**src/rtl/conv_pkg.sv**
```systemverilog
// Shared types and constants for the convolution MAC stage.
// Holds the FSM encoding and the accumulator sizing rule.
package conv_pkg;

  typedef enum logic [1:0] {
    ST_IDLE  = 2'd0,
    ST_ACCUM = 2'd1,
    ST_DONE  = 2'd2
  } state_e;

  localparam int DEF_DW    = 8;
  localparam int DEF_KSIZE = 4;

  // Smallest width that holds k maximal unsigned products.
  function automatic int acc_width(input int k, input int dw);
    longint mx;
    longint top;
    int w;
    top = (longint'(1) << dw) - 1;
    mx  = longint'(k) * top * top;
    w   = 0;
    for (int i = 0; i < 63; i++) begin
      if ((longint'(1) << i) > mx) begin
        w = i;
        break;
      end
    end
    return w;
  endfunction

endpackage

```
**src/rtl/conv_mac_unit_if.sv**
```systemverilog
// Tap stream in, window sums out, for the convolution MAC stage.
// master drives taps and sees results; slave is the MAC itself.
interface conv_mac_if #(
  parameter int DW = 8,
  parameter int AW = 18
);
  logic          in_valid;
  logic [DW-1:0] filter_in;
  logic [DW-1:0] pixel_in;
  logic          in_ready;
  logic          out_valid;
  logic [AW-1:0] out_data;

  modport master (
    output in_valid,
    output filter_in,
    output pixel_in,
    input  in_ready,
    input  out_valid,
    input  out_data
  );

  modport slave (
    input  in_valid,
    input  filter_in,
    input  pixel_in,
    output in_ready,
    output out_valid,
    output out_data
  );
endinterface

```
**src/rtl/conv_mac_unit_mac_cell.sv**
```systemverilog
// Registered multiply-accumulate: first tap loads, later taps add.
// sum_o is the value the accumulator takes on an enabled edge.
module mac_cell
  import conv_pkg::*;
#(
  parameter int DW = DEF_DW,
  parameter int AW = 18
) (
  input  logic          clk,
  input  logic          rst,
  input  logic          en,
  input  logic          clr,
  input  logic          first,
  input  logic [DW-1:0] a,
  input  logic [DW-1:0] b,
  output logic [AW-1:0] sum_o
);

  logic [2*DW-1:0] prod_w;
  logic [AW-1:0]   prod;
  logic [AW-1:0]   acc_q;
  logic [AW-1:0]   acc_d;

  always_comb begin
    prod_w = {{DW{1'b0}}, a} * {{DW{1'b0}}, b};
    prod   = AW'(prod_w);
    sum_o  = first ? prod : acc_q + prod;
    acc_d  = acc_q;
    if (clr) begin
      acc_d = '0;
    end else if (en) begin
      acc_d = sum_o;
    end
  end

  always_ff @(posedge clk) begin
    if (rst) begin
      acc_q <= '0;
    end else begin
      acc_q <= acc_d;
    end
  end

endmodule

```
**src/rtl/conv_mac_unit.sv**
```systemverilog
// Convolution MAC stage: sums KSIZE taps per window, NWIN windows per frame.
// Frame FSM and tap/window counters; the datapath sits in mac_cell.
module conv_mac_unit
  import conv_pkg::*;
#(
  parameter int KSIZE = DEF_KSIZE,
  parameter int NWIN  = 9,
  parameter int DW    = DEF_DW,
  parameter int AW    = 18
) (
  input  logic        clk,
  input  logic        rst,
  input  logic        start,
  conv_mac_if.slave   bus,
  output logic        done,
  output logic [1:0]  state
);

  localparam int TW = $clog2(KSIZE);

  if (AW < acc_width(KSIZE, DW)) begin : g_aw_chk
    $error("conv_mac_unit: AW too narrow for KSIZE/DW");
  end

  state_e        state_q;
  state_e        state_d;
  logic [TW-1:0] tap_q;
  logic [TW-1:0] tap_d;
  logic [7:0]    win_q;
  logic [7:0]    win_d;
  logic [AW-1:0] out_data_q;
  logic [AW-1:0] out_data_d;
  logic          out_valid_q;
  logic          out_valid_d;
  logic          done_q;
  logic          done_d;

  logic          accum;
  logic          take;
  logic          first;
  logic          last_tap;
  logic          last_win;
  logic          mac_clr;
  logic [AW-1:0] sum;

  assign accum    = (state_q == ST_ACCUM);
  assign take     = accum && bus.in_valid;
  assign first    = (tap_q == '0);
  assign last_tap = (tap_q == TW'(KSIZE - 1));
  assign last_win = (win_q == 8'(NWIN - 1));

  mac_cell #(
    .DW(DW),
    .AW(AW)
  ) u_mac (
    .clk  (clk),
    .rst  (rst),
    .en   (take),
    .clr  (mac_clr),
    .first(first),
    .a    (bus.filter_in),
    .b    (bus.pixel_in),
    .sum_o(sum)
  );

  always_comb begin
    state_d     = state_q;
    tap_d       = tap_q;
    win_d       = win_q;
    out_data_d  = out_data_q;
    out_valid_d = 1'b0;
    done_d      = 1'b0;
    mac_clr     = 1'b0;
    case (state_q)
      ST_IDLE: begin
        if (start) begin
          state_d = ST_ACCUM;
          tap_d   = '0;
          win_d   = '0;
          mac_clr = 1'b1;
        end
      end
      ST_ACCUM: begin
        if (bus.in_valid) begin
          if (last_tap) begin
            tap_d       = '0;
            win_d       = win_q + 8'd1;
            out_data_d  = sum;
            out_valid_d = 1'b1;
            if (last_win) begin
              state_d = ST_DONE;
              done_d  = 1'b1;
            end
          end else begin
            tap_d = tap_q + 1'b1;
          end
        end
      end
      ST_DONE: state_d = ST_IDLE;
      default: state_d = ST_IDLE;
    endcase
  end

  always_ff @(posedge clk) begin
    if (rst) begin
      state_q     <= ST_IDLE;
      tap_q       <= '0;
      win_q       <= '0;
      out_data_q  <= '0;
      out_valid_q <= 1'b0;
      done_q      <= 1'b0;
    end else begin
      state_q     <= state_d;
      tap_q       <= tap_d;
      win_q       <= win_d;
      out_data_q  <= out_data_d;
      out_valid_q <= out_valid_d;
      done_q      <= done_d;
    end
  end

  assign bus.in_ready  = accum;
  assign bus.out_valid = out_valid_q;
  assign bus.out_data  = out_data_q;
  assign done          = done_q;
  assign state         = state_q;

endmodule

```
**src/flat_wrapper.sv**
```systemverilog
// flat-port wrapper written by rule: the top's interface ports become plain ports
module conv_mac_unit_flat import conv_pkg::*;
#(
  parameter int KSIZE = DEF_KSIZE,
  parameter int NWIN  = 9,
  parameter int DW    = DEF_DW,
  parameter int AW    = 18
)
  (clk, rst, start, done, state, bus_in_valid, bus_filter_in, bus_pixel_in, bus_in_ready, bus_out_valid, bus_out_data);
  conv_mac_if #(.DW(DW), .AW(AW)) bus_i ();
  input  logic clk;
  input  logic rst;
  input  logic start;
  output logic done;
  output logic [1:0] state;
  input wire logic [$bits(bus_i.in_valid)-1:0] bus_in_valid;
  input wire logic [$bits(bus_i.filter_in)-1:0] bus_filter_in;
  input wire logic [$bits(bus_i.pixel_in)-1:0] bus_pixel_in;
  output wire logic [$bits(bus_i.in_ready)-1:0] bus_in_ready;
  output wire logic [$bits(bus_i.out_valid)-1:0] bus_out_valid;
  output wire logic [$bits(bus_i.out_data)-1:0] bus_out_data;
  assign bus_i.in_valid = bus_in_valid;
  assign bus_i.filter_in = bus_filter_in;
  assign bus_i.pixel_in = bus_pixel_in;
  assign bus_in_ready = bus_i.in_ready;
  assign bus_out_valid = bus_i.out_valid;
  assign bus_out_data = bus_i.out_data;
  conv_mac_unit #(.KSIZE(KSIZE), .NWIN(NWIN), .DW(DW), .AW(AW)) u_core (.clk(clk), .rst(rst), .start(start), .bus(bus_i), .done(done), .state(state));
endmodule
```
**config.mk**
```make
export PLATFORM = sky130hd
export DESIGN_NAME = conv_mac_unit_flat
export DESIGN_NICKNAME = d
export VERILOG_FILES = /design/src/rtl/conv_pkg.sv /design/src/rtl/conv_mac_unit_if.sv /design/src/rtl/conv_mac_unit_mac_cell.sv /design/src/rtl/conv_mac_unit.sv /design/src/flat_wrapper.sv
export SDC_FILE = /design/constraint.sdc
export NUM_CORES = 1
export LEC_CHECK = 0
export CAP_MARGIN = 20
export CORE_MARGIN = 4
export CORE_UTILIZATION = 50
export CTS_CLUSTER_SIZE = 28
export DETAILED_ROUTE_END_ITERATION = 6
export HOLD_SLACK_MARGIN = 0.03
export PLACE_DENSITY = 0.68
export SLEW_MARGIN = 40
export SYNTH_ARGS = -nofsm -noshare
export SYNTH_HDL_FRONTEND = slang
export SYNTH_SLANG_ARGS = --single-unit
```
**constraint.sdc**
```tcl
create_clock -name clk -period 8.1 [get_ports clk]
set_input_delay 2.025 -clock clk [delete_from_list [all_inputs] [get_ports clk]]
set_output_delay 2.025 -clock clk [all_outputs]
set_load 0.01 [all_outputs]
```
==> flow_summary.ini, run 1 <==
[power_and_ir_drop]
max-vdd-ir-drop_uv = 149.9
power.internal_uw = 763.2
power_density_mw_per_mm2 = 252.8
share_comb_of_total_power = 0.701
pwr-share-seq = 0.180
switching_portion_of_total_power = 0.4810
power_switching_uw = 707.2
clkPwrFrac = 0.119
finalPower_uw = 1470
power.static_leakage_uw = 0.002557

[grt]
grt_overflow_total = 0
grt_first_pass_wirelength_um = 20880
global_route.usage.total = 0.2160
number_of_global_route_vias_before_repair = 4328
grt_max_degree = 34
initial_antenna_violation_count = 0

[clock_tree]
cts-root-buf = clkbuf_8
clock_insertion_delay_at_the_later_pin_of_the_skew_report_ns = 0.31
tritoncts.num_buffers = 5
cts-hold-fix-buffers = 0
clock-sinks = 50
cts.clk_slew.worst_paths_ns = 0.09
cts_tree = yes
clock_tree.buffer_depth = 2
cts.htree.levels = 2

[worst_setup_path]
reg2regPathDepth = 9
cp.required_ns = 8.30
critPathLaunchType = input pin
timing_worst_setup_path_type = input pin to flip-flop
critical_path_arrival_ns = 7.98
worst-path-max-fanout = 8
setup.worst_path.end_class = flip-flop

[timing]
share_of_the_clock_period_used_by_the_worst_path_after_layout = 0.9607
hold_violations = 0
timing.max_slew.rel_slack = 0.5819
clock_skew_ns = 0.006474
setup-tns-final_ns = 0
transition_time_at_the_pin_with_the_least_slew_margin_ns = 0.6207
timing.final.crit_period_ns = 7.782
fmax_mhz = 128.5
rsz0062_at_grt = false
report.final.slew_viol_count = 0
finish_stage_setup_viols = 0

[routing]
wire_per_inst_um = 15.27
detail_route.iter0.violations = 321
antenna_violating_nets_post_route = 0
finalWirelength_um = 11990
post-route-drc-count = 1
firstDrtPassIters = 7
detailroute.via_count = 4476
route.detailed.vias_per_inst = 5.702

[min_path]
holdPathStages = 2
path_category_of_the_worst_min_delay_check = flip-flop to flip-flop

[logic_synthesis]
synth_top_flop_cell = dfxtp_1
synth-async-reset-ratio = 0
postSynthNetCount = 730
yosys.area.top_type = dfxtp_1
synthDistinctLibCells = 63
yosysTopAreaCellShare = 0.1944
synth_top_cells_by_area = dfxtp_1 (19%), fa_1 (14%), ha_1 (14%)
post_synth_instance_area_sq_mm = 0.005150
synthesis.instances = 616
ys_seq_elements = 50
yosysWarningCount = 0
seq_area_frac_synth = 0.1944
synthesis.area_per_instance_sq_um = 8.360
synth_edf_count = 0

[cells_and_area]
most_common_cell_after_layout_fill_and_taps_aside = nor2_1
multi_input_comb_area_sq_mm = 0.003850
final_net_count = 766
nFillCells = 898
synthToLayoutAreaGrowth_pct = 12.93
layout_common_cells = nor2_1 (62), and2_1 (58), ha_1 (57)
antenna_cell_count = 0
total_area_of_sequential_cells_sq_mm = 0.001001
drive_gt1_frac = 0.05521

[outcome]
failed_checks = DRC
status = complete, but fails checks

[floorplanning]
boundaryPins = 43
fp.coreArea_sq_mm = 0.009910
die_x_um = 109.5
die-height_um = 109.5
floorplan_die_area_sq_mm = 0.01199
initial_utilization = 0.5197
std_cell_rows = 36

[placement]
gp_routability_congestion = 0.9518
port_buffers = 42
hpwlAfterDp_um = 9508

[run]
max-cap-violations = 0
cell usage after synthesis, types with 13 or more instances:
cell type,count
nand2_1,37
fa_1,37
inv_1,56
a211oi_1,23
dfxtp_1,50
nor2_1,62
xnor2_1,13
and2_1,60
nand3_1,13
ha_1,57
xor2_1,16
a21oi_1,42
clkbuf_1,13
nor3_1,18
cell type report:
class,count,area share
multi-input cells,489,0.6620
clock inverters,2,0.006670
flip-flops and latches,50,0.1721
clock buffers,5,0.01183
well taps,133,0.02861
repair buffers,50,0.08262
inverters,56,0.03614
logic make-up (layout without fill, tap and decap cells):
group,Yosys count,count (layout),share of synthesized area
AOI/OAI and AO/OA,130,130,0.1672
xor gates and xnor gates,30,30,0.05248
adders and majority gates,94,94,0.2823
buffers and inverters,77,113,0.06049
DFF,50,50,0.1944
muxes,7,7,0.01361
and+or+nand+nor,228,228,0.2296
through the flow:
step	std cells	utilization	hold WS (ns)	setup WS [ns]	instance area [sq um]
detailed placement	777	0.5746	0.4780	0.02037	5694
floorplan	616	-	0.4607	0.9530	5150
global route	785	0.5869	0.5128	0.01535	5816
global placement	777	0.5744	0.4695	0.1089	5692
CTS	784	0.5855	0.4987	0.3233	5802
finish	785	0.5869	0.4943	0.3180	5816
final timing paths:
check / from / endpoint / slack [ns]
setup / recovery: bus_filter_in[1] / u_core.bus.out_data[16]$_SDFFE_PP0P_ / 0.32
setup reg to reg: u_core.u_mac.acc_q[0]$_SDFFE_PP0P_ / u_core.bus.out_data[8]$_SDFFE_PP0P_ / 5.48
hold reg to reg: u_core.bus.out_data[2]$_SDFFE_PP0P_ / u_core.bus.out_data[2]$_SDFFE_PP0P_ / 0.49
hold / removal: u_core.bus.out_data[2]$_SDFFE_PP0P_ / u_core.bus.out_data[2]$_SDFFE_PP0P_ / 0.49
state kept, by name, indices dropped and copies added, names as in the netlist:
name                  count
u_core.state              2
u_core.u_mac.acc_q       18
u_core.done               1
u_core.bus.out_valid      1
u_core.bus.out_data      18
u_core.win_q              8
u_core.tap_q              2
metal layers:
| layer | track usage | wire (um) | vias to the layer above |
|---|---|---|---|
| met4 | 0.03117 | 76 | 0 |
| met5 | 0 | 0 | - |
| met1 | 0.3162 | 5772 | 2169 |
| li1 | - | - | 2195 |
| met3 | 0.02995 | 485 | 6 |
| met2 | 0.3466 | 5651 | 106 |
critical path, cell delays in order:
cell,delay [ns]
clkdlybuf4s50_1,0.62
nand2_1,0.12
fa_1,0.51
fa_1,0.55
inv_1,0.06
fa_1,0.53
inv_1,0.05
fa_1,0.53
inv_1,0.04
ha_1,0.35
a21oi_1,0.16
nand3_1,0.18
a31oi_2,0.28
nand2b_1,0.08
a21oi_1,0.18
xnor2_1,0.14
ha_1,0.32
o21ai_0,0.21
nor2_1,0.07
a2111oi_0,0.41
a21oi_1,0.19
xor2_1,0.17
a22oi_1,0.15
nor2_1,0.05
power groups by stage:
stage / sequential (uW) / combinational (uW) / clock [uW]
3_5_place_dp: 270 / 1010 / 0
5_1_grt: 266 / 1160 / 191
2_1_floorplan: 272 / 790 / 0
3_3_place_gp: 270 / 997 / 0
4_1_cts: 264 / 1020 / 182
6_report: 264 / 1030 / 176
repair_timing:
item | 4_1_cts | 5_1_grt
hold endpoints to repair | 0 | 0
gates resized for setup | 0 | 2
endpoints found under the setup margin | 0 | 4
setup buffers | 0 | 1
No activity file was read; power rests on OpenSTA's default activity.
==> run 2, diff against run 1 <==
- SKIP_CTS_REPAIR_TIMING: not set -> 1
==> results of run 2 <==
Same layout as run 1: the final DEF is identical, and so are final timing and power.
